<file path="config.mk">
export PLATFORM = sky130hd
export DESIGN_NAME = sysid_reader
export DESIGN_NICKNAME = d
export VERILOG_FILES = /design/src/rtl/sysid_pkg.sv /design/src/rtl/sysid_access_timer.sv /design/src/rtl/sysid_reader.sv
export SDC_FILE = /design/constraint.sdc
export NUM_CORES = 1
export LEC_CHECK = 0
export ABC_CLOCK_PERIOD_IN_PS = 6050
export BUFFER_PORTS_ARGS = -buffer_cell sky130_fd_sc_hd__buf_2
export CORE_ASPECT_RATIO = 0.5
export CORE_MARGIN = 1.5
export CORE_UTILIZATION = 42
export DETAILED_ROUTE_END_ITERATION = 16
export HOLD_SLACK_MARGIN = 0.06
export PLACE_DENSITY = 0.77
export SETUP_SLACK_MARGIN = 0.2
export SLEW_MARGIN = 30
export SYNTH_ARGS = -nofsm -noshare
export SYNTH_HDL_FRONTEND = slang
export SYNTH_HIERARCHICAL = 1
export SYNTH_SLANG_ARGS = --single-unit
</file>
<file path="constraint.sdc">
create_clock -name clock -period 6.05 [get_ports clock]
set_input_delay 0 -clock clock [delete_from_list [all_inputs] [get_ports clock]]
set_output_delay 0 -clock clock [all_outputs]
set_load 0.02 [all_outputs]
</file>
<file path="src/rtl/sysid_pkg.sv">
// Shared definitions for the system-ID reader: FSM states,
// word addresses and default expected values.
package sysid_pkg;

    typedef enum logic [2:0] {
        IDLE,
        REQ_ID,
        LAT_ID,
        REQ_TS,
        LAT_TS,
        FINISH
    } state_t;

    localparam logic SYSID_ADDR_ID = 1'b0;
    localparam logic SYSID_ADDR_TS = 1'b1;

    localparam logic [31:0] DEFAULT_EXPECTED_ID = 32'h0000_0000;
    localparam logic [31:0] DEFAULT_EXPECTED_TS = 32'd1511761072;

    function automatic logic verdict(
        input logic [31:0] id,
        input logic [31:0] ts,
        input logic [31:0] exp_id,
        input logic [31:0] exp_ts,
        input logic        check_ts
    );
        return (id == exp_id) && (!check_ts || (ts == exp_ts));
    endfunction

endpackage

</file>
<file path="src/rtl/sysid_access_timer.sv">
// Per-access waitrequest timeout counter and read-latency counter
// for the system-ID reader.
module sysid_access_timer #(
    parameter int TIMEOUT_CYCLES = 255,
    parameter int READ_LATENCY   = 0
) (
    input  logic clock,
    input  logic reset_n,
    input  logic req,
    input  logic lat,
    input  logic waitrequest,
    output logic expired,
    output logic data_valid
);

    localparam logic [15:0] WAIT_LAST = 16'(TIMEOUT_CYCLES - 1);
    localparam logic [1:0]  LAT_LAST  =
        2'((READ_LATENCY > 0) ? READ_LATENCY - 1 : 0);

    logic [15:0] wait_cnt;
    logic [1:0]  lat_cnt;

    // Both counters fall back to zero outside their phase, so each
    // new access (including back-to-back requests) starts fresh.
    always_ff @(posedge clock or negedge reset_n) begin
        if (!reset_n) begin
            wait_cnt <= '0;
            lat_cnt  <= '0;
        end else begin
            wait_cnt <= (req && waitrequest) ? wait_cnt + 16'd1 : '0;
            lat_cnt  <= lat ? lat_cnt + 2'd1 : '0;
        end
    end

    assign expired    = req && waitrequest && (wait_cnt == WAIT_LAST);
    assign data_valid = lat && (lat_cnt == LAT_LAST);

endmodule

</file>
<file path="src/rtl/sysid_reader.sv">
// Avalon-MM read initiator: fetches the system ID and build timestamp,
// latches them and publishes a pass/fail verdict.
module sysid_reader
    import sysid_pkg::*;
#(
    parameter logic [31:0] EXPECTED_ID    = DEFAULT_EXPECTED_ID,
    parameter logic [31:0] EXPECTED_TS    = DEFAULT_EXPECTED_TS,
    parameter bit          CHECK_TS       = 1'b1,
    parameter int          READ_LATENCY   = 0,
    parameter int          TIMEOUT_CYCLES = 255,
    parameter bit          AUTO_START     = 1'b1
) (
    input  logic        clock,
    input  logic        reset_n,
    input  logic        start,
    output logic        busy,
    output logic        done,
    output logic        pass,
    output logic        timeout_err,
    output logic [31:0] id_value,
    output logic [31:0] ts_value,
    output logic        avm_address,
    output logic        avm_read,
    input  logic        avm_waitrequest,
    input  logic [31:0] avm_readdata
);

    state_t state;
    logic   auto_pending;
    logic   in_req;
    logic   in_lat;
    logic   expired;
    logic   data_valid;

    assign in_req = (state == REQ_ID) || (state == REQ_TS);
    assign in_lat = (state == LAT_ID) || (state == LAT_TS);

    sysid_access_timer #(
        .TIMEOUT_CYCLES(TIMEOUT_CYCLES),
        .READ_LATENCY  (READ_LATENCY)
    ) u_timer (
        .clock      (clock),
        .reset_n    (reset_n),
        .req        (in_req),
        .lat        (in_lat),
        .waitrequest(avm_waitrequest),
        .expired    (expired),
        .data_valid (data_valid)
    );

    always_ff @(posedge clock or negedge reset_n) begin
        if (!reset_n) begin
            state        <= IDLE;
            auto_pending <= AUTO_START;
            busy         <= 1'b0;
            done         <= 1'b0;
            pass         <= 1'b0;
            timeout_err  <= 1'b0;
            id_value     <= '0;
            ts_value     <= '0;
            avm_address  <= SYSID_ADDR_ID;
            avm_read     <= 1'b0;
        end else begin
            done <= 1'b0;
            unique case (state)
                IDLE: begin
                    if (start || auto_pending) begin
                        auto_pending <= 1'b0;
                        busy         <= 1'b1;
                        pass         <= 1'b0;
                        timeout_err  <= 1'b0;
                        avm_read     <= 1'b1;
                        avm_address  <= SYSID_ADDR_ID;
                        state        <= REQ_ID;
                    end
                end
                REQ_ID: begin
                    if (expired) begin
                        avm_read    <= 1'b0;
                        timeout_err <= 1'b1;
                        pass        <= 1'b0;
                        done        <= 1'b1;
                        state       <= FINISH;
                    end else if (!avm_waitrequest) begin
                        if (READ_LATENCY == 0) begin
                            id_value    <= avm_readdata;
                            avm_address <= SYSID_ADDR_TS;
                            state       <= REQ_TS;
                        end else begin
                            avm_read <= 1'b0;
                            state    <= LAT_ID;
                        end
                    end
                end
                LAT_ID: begin
                    if (data_valid) begin
                        id_value    <= avm_readdata;
                        avm_read    <= 1'b1;
                        avm_address <= SYSID_ADDR_TS;
                        state       <= REQ_TS;
                    end
                end
                REQ_TS: begin
                    if (expired) begin
                        avm_read    <= 1'b0;
                        timeout_err <= 1'b1;
                        pass        <= 1'b0;
                        done        <= 1'b1;
                        state       <= FINISH;
                    end else if (!avm_waitrequest) begin
                        avm_read <= 1'b0;
                        if (READ_LATENCY == 0) begin
                            ts_value <= avm_readdata;
                            pass     <= verdict(id_value, avm_readdata,
                                                EXPECTED_ID, EXPECTED_TS,
                                                CHECK_TS);
                            done     <= 1'b1;
                            state    <= FINISH;
                        end else begin
                            state <= LAT_TS;
                        end
                    end
                end
                LAT_TS: begin
                    // Verdict uses the incoming word so it is valid with done.
                    if (data_valid) begin
                        ts_value <= avm_readdata;
                        pass     <= verdict(id_value, avm_readdata,
                                            EXPECTED_ID, EXPECTED_TS,
                                            CHECK_TS);
                        done     <= 1'b1;
                        state    <= FINISH;
                    end
                end
                FINISH: begin
                    busy  <= 1'b0;
                    state <= IDLE;
                end
                default: state <= IDLE;
            endcase
        end
    end

endmodule

</file>
==> results by group <==
Status
  • Status: finished, final reports clean

Global routing
  • Vias in the first global route: around 3,200
  • Largest net degree at the start of global routing: 50
  • Met3 Usage GRT: 0.0495
  • First-pass GRT wire length: ~16,000 microns
  • Global route hottest layer: met2
  • Met1 Use GR: 0.240
  • Initial antenna violation count: 0
  • GRT Util Overall: 0.207
  • Gr ovfl total: 0
  • M2 GR Usage: 0.366

STA
  • Final worst setup slack: 3.01 ns
  • Skew final: ~0.0055 ns
  • Worst-margin pin slew: around 0.66 ns
  • Slew headroom: 0.558
  • Final setup viols: 0
  • Fmax: about 0.33 GHz
  • Tmin final: ~3.0 ns
  • Max-slew violation count: 0
  • Fin crit share: 0.503
  • Total Neg Setup Slack: 0 ns
  • Final hold violation count: 0
  • RSZ-0062 raised after global routing: no

Cells and area
  • Syn-to-layout area delta: 31.7%
  • Util after Layout: 0.586
  • Final Net Count: ~500
  • Number of fill cells in the layout: slightly below 700
  • Ratio of cells with drive above 1 in the final layout: 0.396
  • Diode count: 0
  • Fin cells: 579

Clocking
  • CTS Sinks: 92
  • Cts hold-fix bufs: 35
  • CTS resizes: 0
  • Depth of the CTS H-tree: 3
  • Root Buffer: clkbuf_16
  • Setup Fix Bufs, Post-CTS: 0
  • Num CTS Buffers: 9
  • Worst-Skew Late Latency: ~0.34 ns
  • Clk slew on worst S/H paths: around 0.06 ns
  • CTS tree: built
  • Max Buffers Root-to-Sink: 2

Detailed routing
  • Via count: roughly 3,100
  • Routed WL per cell: 17.2 microns
  • Antenna-violating nets left: 0
  • DRC: 0
  • Total wire length: between 9000 and 10,000 microns
  • Avg Vias per Cell: 5.41
  • Pre-antenna DRT Iters: 4
  • DR iter-0 viols: ~260

Job
  • Max-cap violations: 0

Power
  • Leakage: roughly 2.3 nW
  • Power density cells: around 510 mW/mm^2
  • Peak VDD IR: between 200 and 250 uV
  • Tot Pwr: roughly 2.7 mW

Synth
  • Post-synth top flop: dfrtp_1
  • Synth Net Count: roughly 350
  • Syn Inst Count: between 300 and 400
  • Synth cell types: between 40 and 50
  • Synth area leader: dfrtp_1
  • Share of the synthesized area in the top cell type: 0.570
  • Post-synth top cells: dfrtp_1, mux2_2, nand2_1
  • Register area share after synthesis: 0.576
  • Main area contributors after synthesis: dfrtp_1, mux2_2, mux2_1
  • Mean post-synth cell area: approximately 13 sq um
  • Synthesized flop and latch total: 92
  • Most common cell in the netlist: dfrtp_1
  • Mapped Area: 0.00400 sq mm
  • Post-synth EDFFs: 0
  • Post-synth ARST share: 1.00
  • Ys Warns: 6

Worst setup path
  • Crit path capture type: flop
  • Startpoint Class: flop
  • CP required: around 6.3 ns
  • Worst path cell trace: nor2b_1, and2_1, nand4b_1, nor3_1, or4_4, a21oi_4, buf_8, mux2_1
  • Worst R2R Start: state[2]
  • Slowest-stage cell, CP: dfrtp_1
  • Crit-path max cell delay: about 0.62 ns
  • Critical Path Source: state[2]
  • CP max FO: 21
  • Crit path DAT: 3.25 ns
  • Crit path kind: flop to flop

Floorplanning
  • Die W: between 100 and 150 microns
  • Die Area: roughly 0.010 sq mm
  • Starting density of the core: 0.445
  • Top Ports: ~110
  • Die Ht: between 70 and 80 microns
  • Core area: between 0.008 and 0.009 sq mm
  • # rows: 24

Place
  • Placed cells: about 530
  • I/O Buffers: approximately 110
  • Routability Congestion: 0.804
  • Setup Slack @ Placement: between 3 and 4 ns
  • DP HPWL: 6410 microns

Hold path
  • Hold Crit Class: input port to asynchronous set/reset pin
-- path summary, 6_finish.rpt --
check                                      to  slack (ns)  cells past startpoint
setup / recovery                  id_value[0]        3.01                      8
hold / removal                   id_value[15]        0.21                      2
setup reg to reg                  id_value[0]        3.01                      8
hold reg to reg            u_timer/lat_cnt[0]        0.43                      1
max in group asynchronous  u_timer/lat_cnt[0]        4.81                      3
min in group clock         u_timer/lat_cnt[0]        0.43                      1
-- sequential cells by signal (all words and copies together) (netlist names) --
| name | cells |
|---|---|
| timeout_err | 1 |
| auto_pending | 1 |
| ts_value | 32 |
| id_value | 32 |
| avm_address | 1 |
| u_timer/lat_cnt | 2 |
| state | 3 |
| u_timer/wait_cnt | 16 |
| busy | 1 |
| pass | 1 |
| avm_read | 1 |
| done | 1 |
-- cells by family (layout without fill, tap and decap cells) --
group           Yosys count  after routing  synth area share
flops                    92             92             0.576
fa+ha+maj                 3              3           0.00939
mux                      67             67             0.188
buf+inv                  21            168            0.0272
simple gates             91             91             0.134
xor+xnor                  4              4           0.00877
compound gates           37             37            0.0567
-- cell type report --
cell class                 count  area (sq um)  area share
tap                          117           146      0.0278
clock inverter                 5          52.6     0.00999
timing repair buffer         143           908       0.173
clock buffer                  11           233      0.0442
inverter                       9          33.8     0.00642
sequential                    92          2300       0.438
multi-input combinational    202          1580       0.301
-- per-stage QoR --
step / hold slack [ns] / area [sq um]
6_report: 0.210 / 5260
5_1_grt: 0.271 / 5260
4_1_cts: 0.215 / 5260
3_5_place_dp: 0.0295 / 4630
3_3_place_gp: 0.0213 / 4610
2_1_floorplan: -0.296 / 4000
-- power breakdown --
part           leakage, nW  switching, mW  total, mW  internal, mW
logic                 1.07          0.628       1.09         0.461
clock network        0.139          0.227      0.545         0.318
registers             1.11          0.188       1.05         0.866
total                 2.32           1.04       2.69          1.65
-- worst max-delay path: cells and delay by family (launching register included) --
kind | cells | cell delay [ns]
and+or+nand+nor | 5 | 1.19
muxes | 1 | 0.38
AOI/OAI and AO/OA | 1 | 0.45
buffers and inverters | 1 | 0.26
DFF | 1 | 0.62
-- placed cells by master (no fill, tap or decap), types with 2 or more instances in the layout --
cell type | synthesis | routed
or4_1 | 6 | 6
clkbuf_1 | 5 | 2
nor2_1 | 11 | 11
mux2_2 | 56 | 56
o31ai_1 | 6 | 6
and2_1 | 3 | 3
nor4bb_1 | 3 | 3
buf_4 | 1 | 3
xnor2_1 | 2 | 2
nand2b_1 | 3 | 3
xor2_1 | 2 | 2
clkbuf_16 | 0 | 9
inv_1 | 9 | 9
dfrtp_1 | 91 | 91
nor2b_1 | 6 | 6
nand4_1 | 7 | 7
clkinv_2 | 0 | 3
ha_1 | 3 | 3
nor4_1 | 12 | 12
dlygate4sd3_1 | 0 | 35
mux2_1 | 8 | 8
a21oi_1 | 14 | 14
or3_1 | 3 | 3
nor3_1 | 5 | 5
mux2i_1 | 3 | 3
nand3_1 | 7 | 7
nor4b_1 | 3 | 3
nand2_1 | 16 | 16
o21ai_0 | 11 | 11
buf_2 | 3 | 104
-- routing by layer --
| layer | up-vias | wire, microns |
|---|---|---|
| met5 | - | 0 |
| met4 | 0 | 352 |
| met3 | 30 | 365 |
| met2 | 83 | 5250 |
| met1 | 1579 | 3970 |
| li1 | 1442 | - |
No activity file was read; power rests on OpenSTA's default activity.
